$ cat src/rtl/tc_pkg.sv
// Shared constants and FSM encoding for the timing-core tick-memory loader.
package tc_pkg;

   localparam int unsigned DATA_W  = 17;
   localparam int unsigned ADDR_W  = 11;
   localparam int unsigned CNT_W   = 16;
   localparam int unsigned N_BANKS = 2;

   localparam logic [2:0] MEM0 = 3'd0;
   localparam logic [2:0] MEM1 = 3'd1;

   typedef enum logic [1:0] {
      ST_IDLE,
      ST_FILL,
      ST_ARMED,
      ST_COMMIT
   } state_t;

endpackage

$ cat src/rtl/tick_mem_loader.sv
// Ping-pong tick-memory producer: fills the idle bank from a point stream and
// hands it to the timing core on its update_mem request.
module tick_mem_loader
   import tc_pkg::*;
#(
   parameter int unsigned DATA_W = tc_pkg::DATA_W,
   parameter int unsigned ADDR_W = tc_pkg::ADDR_W,
   parameter int unsigned CNT_W  = tc_pkg::CNT_W
) (
   input  logic              clk_i,
   input  logic              nrst_i,
   input  logic              enable_i,
   input  logic [9:0]        points_per_line_i,
   input  logic [DATA_W-1:0] s_tdata_i,
   input  logic              s_tvalid_i,
   input  logic              s_tlast_i,
   output logic              s_tready_o,
   input  logic              update_mem_i,
   output logic [ADDR_W-1:0] waddr_o,
   output logic [DATA_W-1:0] wdata_o,
   output logic              we_o,
   output logic [2:0]        memory_selector_o,
   output logic              mem_updated_o,
   output logic              busy_o,
   output logic              late_o,
   output logic              framing_err_o,
   output logic              config_err_o,
   output logic [CNT_W-1:0]  commit_cnt_o
);

   state_t              state_q, state_d;
   logic [ADDR_W-2:0]   ppl_q, ppl_d;
   logic [ADDR_W-2:0]   idx_q, idx_d;
   logic                bank_q, bank_d;
   logic                primed_q, primed_d;
   logic                pend_q, pend_d;
   logic                we_q, we_d;
   logic [ADDR_W-1:0]   waddr_q, waddr_d;
   logic [DATA_W-1:0]   wdata_q, wdata_d;
   logic [2:0]          sel_q, sel_d;
   logic                late_q, late_d;
   logic                ferr_q, ferr_d;
   logic                cerr_q, cerr_d;
   logic [CNT_W-1:0]    cnt_q, cnt_d;
   logic                hs;
   logic                last_beat;

   assign s_tready_o        = (state_q == ST_FILL);
   assign mem_updated_o     = (state_q == ST_COMMIT);
   assign busy_o            = (state_q != ST_IDLE);
   assign memory_selector_o = (state_q == ST_COMMIT) ? (bank_q ? MEM1 : MEM0) : sel_q;
   assign we_o              = we_q;
   assign waddr_o           = waddr_q;
   assign wdata_o           = wdata_q;
   assign late_o            = late_q;
   assign framing_err_o     = ferr_q;
   assign config_err_o      = cerr_q;
   assign commit_cnt_o      = cnt_q;

   assign hs        = s_tvalid_i & s_tready_o;
   assign last_beat = (idx_q == ppl_q - 1'b1);

   always_comb begin
      state_d  = state_q;
      ppl_d    = ppl_q;
      idx_d    = idx_q;
      bank_d   = bank_q;
      primed_d = primed_q;
      pend_d   = pend_q;
      we_d     = 1'b0;
      waddr_d  = waddr_q;
      wdata_d  = wdata_q;
      sel_d    = sel_q;
      late_d   = late_q;
      ferr_d   = ferr_q;
      cerr_d   = cerr_q;
      cnt_d    = cnt_q;

      if (hs) begin
         we_d    = 1'b1;
         waddr_d = {bank_q, idx_q};
         wdata_d = s_tdata_i;
      end

      unique case (state_q)
         ST_IDLE: begin
            if (enable_i) begin
               if (points_per_line_i == '0) begin
                  cerr_d = 1'b1;
               end else begin
                  ppl_d   = points_per_line_i;
                  idx_d   = '0;
                  state_d = ST_FILL;
               end
            end
         end
         ST_FILL: begin
            if (update_mem_i && primed_q) begin
               late_d = 1'b1;
               pend_d = 1'b1;
            end
            if (hs) begin
               if (s_tlast_i != last_beat) ferr_d = 1'b1;
               idx_d = idx_q + 1'b1;
               // A request seen on the final beat itself also skips ARMED.
               if (last_beat) begin
                  state_d = (!primed_q || pend_q || update_mem_i) ? ST_COMMIT : ST_ARMED;
               end
            end
         end
         ST_ARMED: begin
            if (update_mem_i) state_d = ST_COMMIT;
         end
         ST_COMMIT: begin
            cnt_d    = cnt_q + 1'b1;
            sel_d    = bank_q ? MEM1 : MEM0;
            primed_d = 1'b1;
            pend_d   = 1'b0;
            bank_d   = ~bank_q;
            if (points_per_line_i == '0) begin
               if (enable_i) cerr_d = 1'b1;
               state_d = ST_IDLE;
            end else begin
               ppl_d   = points_per_line_i;
               idx_d   = '0;
               state_d = ST_FILL;
            end
         end
         default: state_d = ST_IDLE;
      endcase

      if (!enable_i) begin
         state_d  = ST_IDLE;
         bank_d   = 1'b0;
         primed_d = 1'b0;
         pend_d   = 1'b0;
      end
   end

   always_ff @(posedge clk_i or negedge nrst_i) begin
      if (!nrst_i) begin
         state_q  <= ST_IDLE;
         ppl_q    <= '0;
         idx_q    <= '0;
         bank_q   <= 1'b0;
         primed_q <= 1'b0;
         pend_q   <= 1'b0;
         we_q     <= 1'b0;
         waddr_q  <= '0;
         wdata_q  <= '0;
         sel_q    <= MEM0;
         late_q   <= 1'b0;
         ferr_q   <= 1'b0;
         cerr_q   <= 1'b0;
         cnt_q    <= '0;
      end else begin
         state_q  <= state_d;
         ppl_q    <= ppl_d;
         idx_q    <= idx_d;
         bank_q   <= bank_d;
         primed_q <= primed_d;
         pend_q   <= pend_d;
         we_q     <= we_d;
         waddr_q  <= waddr_d;
         wdata_q  <= wdata_d;
         sel_q    <= sel_d;
         late_q   <= late_d;
         ferr_q   <= ferr_d;
         cerr_q   <= cerr_d;
         cnt_q    <= cnt_d;
      end
   end

endmodule

$ cat config.mk
export PLATFORM = sky130hd
export DESIGN_NAME = tick_mem_loader
export DESIGN_NICKNAME = d
export VERILOG_FILES = /design/src/rtl/tc_pkg.sv /design/src/rtl/tick_mem_loader.sv
export SDC_FILE = /design/constraint.sdc
export NUM_CORES = 1
export LEC_CHECK = 0
export ABC_CLOCK_PERIOD_IN_PS = 3150
export BUFFER_PORTS_ARGS = -buffer_cell sky130_fd_sc_hd__buf_2
export CORE_MARGIN = 5
export CORE_UTILIZATION = 55
export CTS_BUF_LIST = sky130_fd_sc_hd__clkbuf_2
export DETAILED_ROUTE_END_ITERATION = 12
export PLACE_DENSITY = 0.82
export SLEW_MARGIN = 25
export SYNTH_ARGS = -nofsm -noshare
export SYNTH_HDL_FRONTEND = slang
export SYNTH_SLANG_ARGS = --single-unit
$ cat constraint.sdc
create_clock -name clk_i -period 3.15 [get_ports clk_i]
set_input_delay 0.63 -clock clk_i [delete_from_list [all_inputs] [get_ports clk_i]]
set_output_delay 0.63 -clock clk_i [all_outputs]
set_load 0.01 [all_outputs]
==> impl_metrics.csv, run 1 <==
group,metric,value,unit
clocking,tritoncts,"done",
power,switching_power,1.23,mW
yosys,synth_xor_area_share,8.10,%
global_routing,grt_max_degree,77,
worst_setup_path,worst_ep_required_time,3.55,ns
final_layout,fillers,506,
worst_setup_path,cp.arrival,3.08,ns
die,core_area,0.00631,mm²
yosys,synth.yosys.seq_area_share,53.3,%
yosys,syn_area,0.00357,mm²
timing,max_freq,0.373,GHz
route,num_vias,2596,
die,die_area,0.00820,mm²
die,io-pin-count,87,
final_layout,insertedDiodeCount,0,
final_layout,synthToLayoutAreaGrowth,17.5,%
timing,final.setup.tns,0,ns
flow_run,max_cap_viol_count,0,
timing,worstMarginPinSlew,0.650,ns
global_routing,vias_in_the_first_global_route,2681,
power,p_comb_share,39.0,%
worst_setup_path,timing.critical_path.to_type,"register",
placed_design,placedInstanceArea,0.00408,mm²
worst_setup_path,setup.worst_path.end,"state_q[0]",
global_routing,track_usage,18.8,%
yosys,post-synth-top-area-fraction,53.3,%
power,ir_worst_vdd,0.453,mV
yosys,synth_edf_count,0,
status,run_status,"completed",
yosys,largest_family_of_logic_cells_by_synthesized_area,"simple AND/OR/NAND/NOR gates",
placed_design,io_buffer_count,86,
worst_setup_path,timing.rr.end,"state_q[0]",
clocking,ctsHtreeMaxLevel,3,
route,wl_per_cell,15.4,µm
yosys,synth.largest_area_cell,"sky130_fd_sc_hd__dfrtp_1",
yosys,netlist_instances,307,
route,drt_wl_total,7.34,mm
clocking,cts.repair_timing.setup_buffer_count,0,
die,floorplan.initialDensity,56.5,%
worst_setup_path,critPathSlowestCell,"sky130_fd_sc_hd__dfrtp_1",
final_layout,finalNetCount,437,
die,die_x,90.6,µm
clocking,numCtsBuffers,9,
final_layout,drive_gt1_share,37.2,%
worst_setup_path,crit-reg2reg-launch,"ppl_q[0]",
yosys,synth-async-reset-ratio,100,%
die,std_cell_rows,29,
yosys,synth_adder_area_share,2.81,%
route,first_pass_iters,4,
power,share_seq_of_total_power,44.9,%
route,drt.antenna.violating_nets,0,
worst_setup_path,crit_type,"reg2reg",
global_routing,global_route_wire_length_before_repair,12.7,mm
worst_setup_path,crit_start,"ppl_q[0]",
yosys,postSynthRegisterBits,76,
yosys,most_area_consuming_cells_after_synthesis,"sky130_fd_sc_hd__dfrtp_1 53%, sky130_fd_sc_hd__mux2_2 11%, sky130_fd_sc_hd__xnor2_1 4.4%",
power,netSwitchingFraction,38.1,%
timing,grt_setup_unrepaired,"false",
min_path,worst_hold_path_class,"in2async",
power,total_leakage_power,2.10,nW
route,drt_first_iter_violations,128,
yosys,synth_compound_area_share,7.47,%
clocking,path_clk_slew,0.22,ns
yosys,netlist-cell-type-count,47,
power,power.density_cell_area,772,mW/mm²
clocking,clock_path_buffers,2,
power,power.clock.fraction,16.1,%
clocking,clk_root_buffer_cell,"sky130_fd_sc_hd__clkbuf_2",
timing,fin_worst_skew,0.0311,ns
clocking,cts_num_sinks,76,
final_layout,post-route-util,66.4,%
clocking,cts_resized,0,
clocking,cts-hold-fix-buffers,0,
yosys,synth_ff_type,"sky130_fd_sc_hd__dfrtp_1",
worst_setup_path,setup.worst_path.start_class,"register",
global_routing,number_of_antenna_violations_at_the_first_check_in_global_routing,0,
placed_design,place.gp.congestion,0.890,
global_routing,grt_remaining_overflow,0,
yosys,synth_mux_area_share,11.6,%
worst_setup_path,rrSetupSlack,0.47,ns
die,die-height,90.6,µm
yosys,synth_simple_gate_area_share,14.4,%
clocking,clk-insertion-delay-late,0.51,ns
timing,setup_viol,0,
worst_setup_path,reg2reg_depth,9,
timing,report.final.slew_viol_count,0,
worst_setup_path,peak_fanout_along_the_critical_path,7,
timing,timing_hold_violations_final,0,
timing,layout_worst_path_cycle_share,85.2,%
placed_design,place_hpwl,5.34,mm
power,intPower,2.01,mW
worst_setup_path,max_stage_delay,0.51,ns
worst_setup_path,worstPathCellList,"inv_1 -> ha_1 -> nor4b_1 -> nand2_1 -> a2111oi_4 -> a211oi_2 -> o41ai_4 -> nand2_2 -> a32o_1",
timing,relative_max_transition_margin,56.1,%
final_layout,finalInstanceArea,0.00419,mm²
yosys,yosysWarnings,0,
yosys,synth.avg_cell_area,11.6,µm²
route,drt_drc_violations_left,0,
route,routed_via_density,5.43,
yosys,postSynthNetCount,348,
timing,finalCriticalPeriod,2.68,ns
==> worst max-delay path, delay by kind of cell, from the launching register on <==
family | cells | cell delay [ns]
AOI/OAI and AO/OA | 4 | 0.96
adders and majority gates | 1 | 0.24
buffers and inverters | 1 | 0.11
DFF | 1 | 0.51
and+or+nand+nor | 3 | 0.76
==> layout by cell type, fill, tap and decap left out, types with 2 or more instances in the layout <==
cell                         netlist  layout
sky130_fd_sc_hd__a21oi_1           6       6
sky130_fd_sc_hd__or4_1             2       2
sky130_fd_sc_hd__xor2_1           15      15
sky130_fd_sc_hd__clkinv_2          0       3
sky130_fd_sc_hd__inv_1            10      10
sky130_fd_sc_hd__buf_4             0       3
sky130_fd_sc_hd__and3_1            4       4
sky130_fd_sc_hd__nand4_1          10      10
sky130_fd_sc_hd__mux2_2           36      36
sky130_fd_sc_hd__and2_1            2       2
sky130_fd_sc_hd__nor4_2            2       2
sky130_fd_sc_hd__clkbuf_2          0       9
sky130_fd_sc_hd__nor2b_1           5       5
sky130_fd_sc_hd__nand3_1           6       6
sky130_fd_sc_hd__o211ai_1          2       2
sky130_fd_sc_hd__and4_1            2       2
sky130_fd_sc_hd__or3_1             3       3
sky130_fd_sc_hd__nand2b_1          3       3
sky130_fd_sc_hd__dfrtp_1          76      76
sky130_fd_sc_hd__clkinvlp_4        0       3
sky130_fd_sc_hd__nor3_1            8       8
sky130_fd_sc_hd__nor2_1           18      18
sky130_fd_sc_hd__buf_2             1      85
sky130_fd_sc_hd__xnor2_1          18      18
sky130_fd_sc_hd__o21a_1            2       2
sky130_fd_sc_hd__o21ai_0          11      11
sky130_fd_sc_hd__ha_1              8       8
sky130_fd_sc_hd__nand2_1          26      26
==> how the worst min path moves through the flow <==
stage | to | depth (start not counted)
finish | wdata_o[9] | 1
global route | wdata_o[9] | 1
CTS | wdata_o[7] | 1
detailed placement | commit_cnt_o[15] | 1
global placement | late_o | 1
floorplan | bank_q | 0
==> layer usage <==
metal | vias to the layer above | share of wire [%] | track usage, %
met5 | - | 0 | 0
met1 | 1276 | 43 | 24.4
met3 | 8 | 6.7 | 5.00
li1 | 1249 | - | -
met2 | 63 | 49 | 30.1
met4 | 0 | 1.2 | 7.20
==> per-stage QoR <==
stage	cells	hold slack (ns)	setup slack [ns]	power, mW
4_1_cts	478	0.238	0.441	3.27
3_3_place_gp	462	0.444	0.630	2.69
2_1_floorplan	307	0.334	0.708	2.30
6_report	478	0.0958	0.466	3.24
5_1_grt	478	0.106	0.247	3.49
3_5_place_dp	462	0.453	0.536	2.74
==> registers in the layout, indices dropped and copies added (netlist names) <==
register       cells
wdata_o           17
primed_q           1
pend_q             1
bank_q             1
late_o             1
sel_q              3
idx_q             10
commit_cnt_o      16
config_err_o       1
ppl_q             10
framing_err_o      1
waddr_o           11
state_q            2
we_o               1
==> cell usage after synthesis (4+ instances only) <==
master and instances:
sky130_fd_sc_hd__dfrtp_1 76, sky130_fd_sc_hd__nand2_1 26, sky130_fd_sc_hd__xor2_1 15, sky130_fd_sc_hd__nor3_1 8, sky130_fd_sc_hd__and3_1 4, sky130_fd_sc_hd__xnor2_1 18, sky130_fd_sc_hd__o21ai_0 11, sky130_fd_sc_hd__nand3_1 6
sky130_fd_sc_hd__ha_1 8, sky130_fd_sc_hd__clkbuf_1 8, sky130_fd_sc_hd__nor2_1 18, sky130_fd_sc_hd__nor2b_1 5, sky130_fd_sc_hd__a21oi_1 6, sky130_fd_sc_hd__mux2_2 36, sky130_fd_sc_hd__inv_1 10, sky130_fd_sc_hd__nand4_1 10
==> layout make-up <==
| type | instances | area (µm²) | share of cell area (%) |
|---|---|---|---|
| Clock inverter | 7 | 67.6 | 1.61 |
| Multi-Input combinational cell | 210 | 1590 | 37.8 |
| Tap cell | 77 | 96.3 | 2.30 |
| Sequential cell | 76 | 1900 | 45.3 |
| Timing Repair Buffer | 89 | 459 | 10.9 |
| Clock buffer | 9 | 45.0 | 1.07 |
| Inverter | 10 | 37.5 | 0.895 |
==> power groups by stage <==
stage / logic, mW / clock network [mW] / registers, mW
after CTS: 1.28 / 0.540 / 1.45
final: 1.26 / 0.521 / 1.45
after floorplan: 0.807 / 0 / 1.49
after global routing: 1.40 / 0.590 / 1.49
after detailed placement: 1.27 / 0 / 1.47
after global placement: 1.23 / 0 / 1.46
==> logic make-up after synthesis <==
kind of cell               after synthesis
xor gates and xnor gates                33
muxes                                   37
adders and majority gates                8
and+or+nand+nor                         98
buffers and inverters                   21
DFF                                     76
AOI/OAI and AO/OA                       34
Power figures use the tool's default switching activity.
==> run 2, diff against run 1 <==
--- a/config.mk
+++ b/config.mk
@@ -7,7 +7,7 @@
 export LEC_CHECK = 0
 export ABC_CLOCK_PERIOD_IN_PS = 3150
 export BUFFER_PORTS_ARGS = -buffer_cell sky130_fd_sc_hd__buf_2
-export CORE_MARGIN = 5
+export CORE_MARGIN = 2
 export CORE_UTILIZATION = 55
 export CTS_BUF_LIST = sky130_fd_sc_hd__clkbuf_2
 export DETAILED_ROUTE_END_ITERATION = 12
==> run 2 against run 1 <==
  * Highest routed layer unchanged
  * Largest power group unchanged
  * Wire length is 1.0% lower
  * Via count grew 2.5%
  * Count of clock-buffer cells in the layout is 1 higher
==> impl_metrics.csv, run 2 (synthesis results as in run 1) <==
group,metric,value,unit
status,run_status,"completed",
placed_design,place_hpwl,5.20,mm
power,power.clock.fraction,17.7,%
route,drt_first_iter_violations,143,
power,share_seq_of_total_power,43.8,%
global_routing,grt_max_degree,77,
global_routing,number_of_antenna_violations_at_the_first_check_in_global_routing,0,
clocking,cts.repair_timing.setup_buffer_count,0,
timing,whs,0.101,ns
route,dr.max_layer_used,"met4",
placed_design,placed_instances,463,
worst_setup_path,timing.critical_path.to_type,"primary output",
timing,max_freq,0.367,GHz
power,switching_power,1.24,mW
power,p_comb_share,38.4,%
timing,relative_max_transition_margin,53.9,%
die,io-pin-count,87,
route,num_vias,2660,
die,die-height,84.6,µm
global_routing,track_usage,21.5,%
timing,worstMarginPinSlew,0.691,ns
worst_setup_path,setup.worst_path.start_class,"register",
final_layout,most-common-layout-cells,"85 x sky130_fd_sc_hd__buf_2, 76 x sky130_fd_sc_hd__dfrtp_1, 36 x sky130_fd_sc_hd__mux2_2, 26 x sky130_fd_sc_hd__nand2_1",
route,drt.antenna.violating_nets,0,
worst_setup_path,peak_fanout_along_the_critical_path,15,
die,std_cell_rows,29,
timing,grt_setup_unrepaired,"false",
placed_design,io_buffer_count,86,
timing,report.final.slew_viol_count,0,
final_layout,leading_cell_type_in_the_layout_fill_and_taps_excluded,"sky130_fd_sc_hd__buf_2",
timing,finalCriticalPeriod,2.72,ns
flow_run,max_cap_viol_count,0,
clocking,clk-insertion-delay-late,0.52,ns
clocking,clock_path_buffers,2,
final_layout,finalNetCount,438,
timing,timing_hold_violations_final,0,
die,die_x,84.6,µm
power,netSwitchingFraction,37.3,%
route,wl_met1,3.32,mm
clocking,path_clk_slew,0.19,ns
clocking,numCtsBuffers,9,
route,route.met3.wl,314,µm
die,core_area,0.00631,mm²
power,p_total,3.33,mW
worst_setup_path,crit_type,"reg2out",
timing,setup_viol,0,
die,floorplan.initialDensity,56.5,%
route,drt_drc_violations_left,0,
power,power.density_cell_area,791,mW/mm²
clocking,ctsHtreeMaxLevel,3,
global_routing,vias_in_the_first_global_route,2563,
timing,fin_worst_skew,0.0287,ns
power,intPower,2.09,mW
route,route.met2.wl,3.50,mm
final_layout,insertedDiodeCount,0,
final_layout,synthToLayoutAreaGrowth,18.2,%
route,drt_wl_total,7.26,mm
route,routed_via_density,5.56,
worst_setup_path,worst_ep_required_time,2.52,ns
placed_design,place.gp.congestion,0.882,
route,first_pass_iters,4,
worst_setup_path,cp.arrival,2.09,ns
min_path,worst_hold_path_class,"in2async",
global_routing,grt_remaining_overflow,0,
final_layout,fin_cells,478,
power,ir_worst_vdd,0.474,mV
global_routing,global_route_wire_length_before_repair,12.2,mm
final_layout,largest_register_ffs,17,
clocking,cts-hold-fix-buffers,0,
die,die_area,0.00715,mm²
clocking,clk_root_buffer_cell,"sky130_fd_sc_hd__clkbuf_2",
power,total_leakage_power,2.12,nW
timing,final.setup.tns,0,ns
route,wl_per_cell,15.2,µm
final_layout,drive_gt1_share,36.9,%
clocking,cts_resized,0,
clocking,tritoncts,"done",
timing,layout_worst_path_cycle_share,86.5,%
clocking,cts_num_sinks,76,
[run 2: cell types whose count changed in the layout (fill, tap and decap cells not counted)]
cell,change
sky130_fd_sc_hd__clkbuf_2,+1
sky130_fd_sc_hd__clkinv_2,-2
sky130_fd_sc_hd__clkinv_1,+1
sky130_fd_sc_hd__clkinv_4,+1
sky130_fd_sc_hd__bufinv_16,+1
sky130_fd_sc_hd__buf_4,+1
sky130_fd_sc_hd__clkinvlp_4,-3
[run 2: final cells by class]
| class | instances | area [µm²] |
|---|---|---|
| clock inverters | 5 | 77.6 |
| inverters | 10 | 37.5 |
| well taps | 77 | 96.3 |
| flip-flops and latches | 76 | 1900 |
| fillers | 518 | 2100 |
| multi-input cells | 210 | 1590 |
| clock buffers | 10 | 50.0 |
| repair buffers | 90 | 467 |
[run 2: power groups by stage]
stage                     Combinational, mW  Clock, mW  Sequential, mW
final                                  1.28      0.591            1.46
after global routing                   1.40      0.640            1.50
after CTS                              1.29      0.606            1.46
after detailed placement               1.28          0            1.48
after global placement                 1.23          0            1.46
after floorplan                       0.807          0            1.49
[run 2: layer usage]
layer / vias up / global-route usage, %
met5: - / 0
met4: 0 / 8.66
met3: 12 / 4.62
met2: 59 / 34.0
met1: 1339 / 29.1
li1: 1250 / -
[run 2: path summary, 6_finish.rpt]
check | start | end | slack [ns] | depth (start not counted)
setup / recovery | state_q[0] | memory_selector_o[0] | 0.43 | 3
hold / removal | nrst_i | ppl_q[6] | 0.10 | 1
setup reg to reg | ppl_q[0] | state_q[0] | 0.46 | 9
hold reg to reg | commit_cnt_o[15] | commit_cnt_o[15] | 0.49 | 1
max in group asynchronous | nrst_i | commit_cnt_o[1] | 2.56 | 1
min in group clk_i | points_per_line_i[6] | ppl_q[6] | 0.31 | 3
[run 2: per-stage QoR]
| step | cell area, µm² | worst slack, ns | utilization [%] |
|---|---|---|---|
| 2_1_floorplan | 3570 | 0.708 | - |
| 3_3_place_gp | 4090 | 0.656 | 64.7 |
| 3_5_place_dp | 4090 | 0.500 | 64.7 |
| 4_1_cts | 4210 | 0.419 | 66.7 |
| 5_1_grt | 4220 | 0.184 | 66.8 |
| 6_report | 4220 | 0.426 | 66.8 |
[run 2: critical path, cell delays in order, from the launching register on]
cell                      delay, ns
sky130_fd_sc_hd__dfrtp_1       0.46
sky130_fd_sc_hd__ha_1          0.56
sky130_fd_sc_hd__mux2_2        0.41
sky130_fd_sc_hd__buf_2         0.14
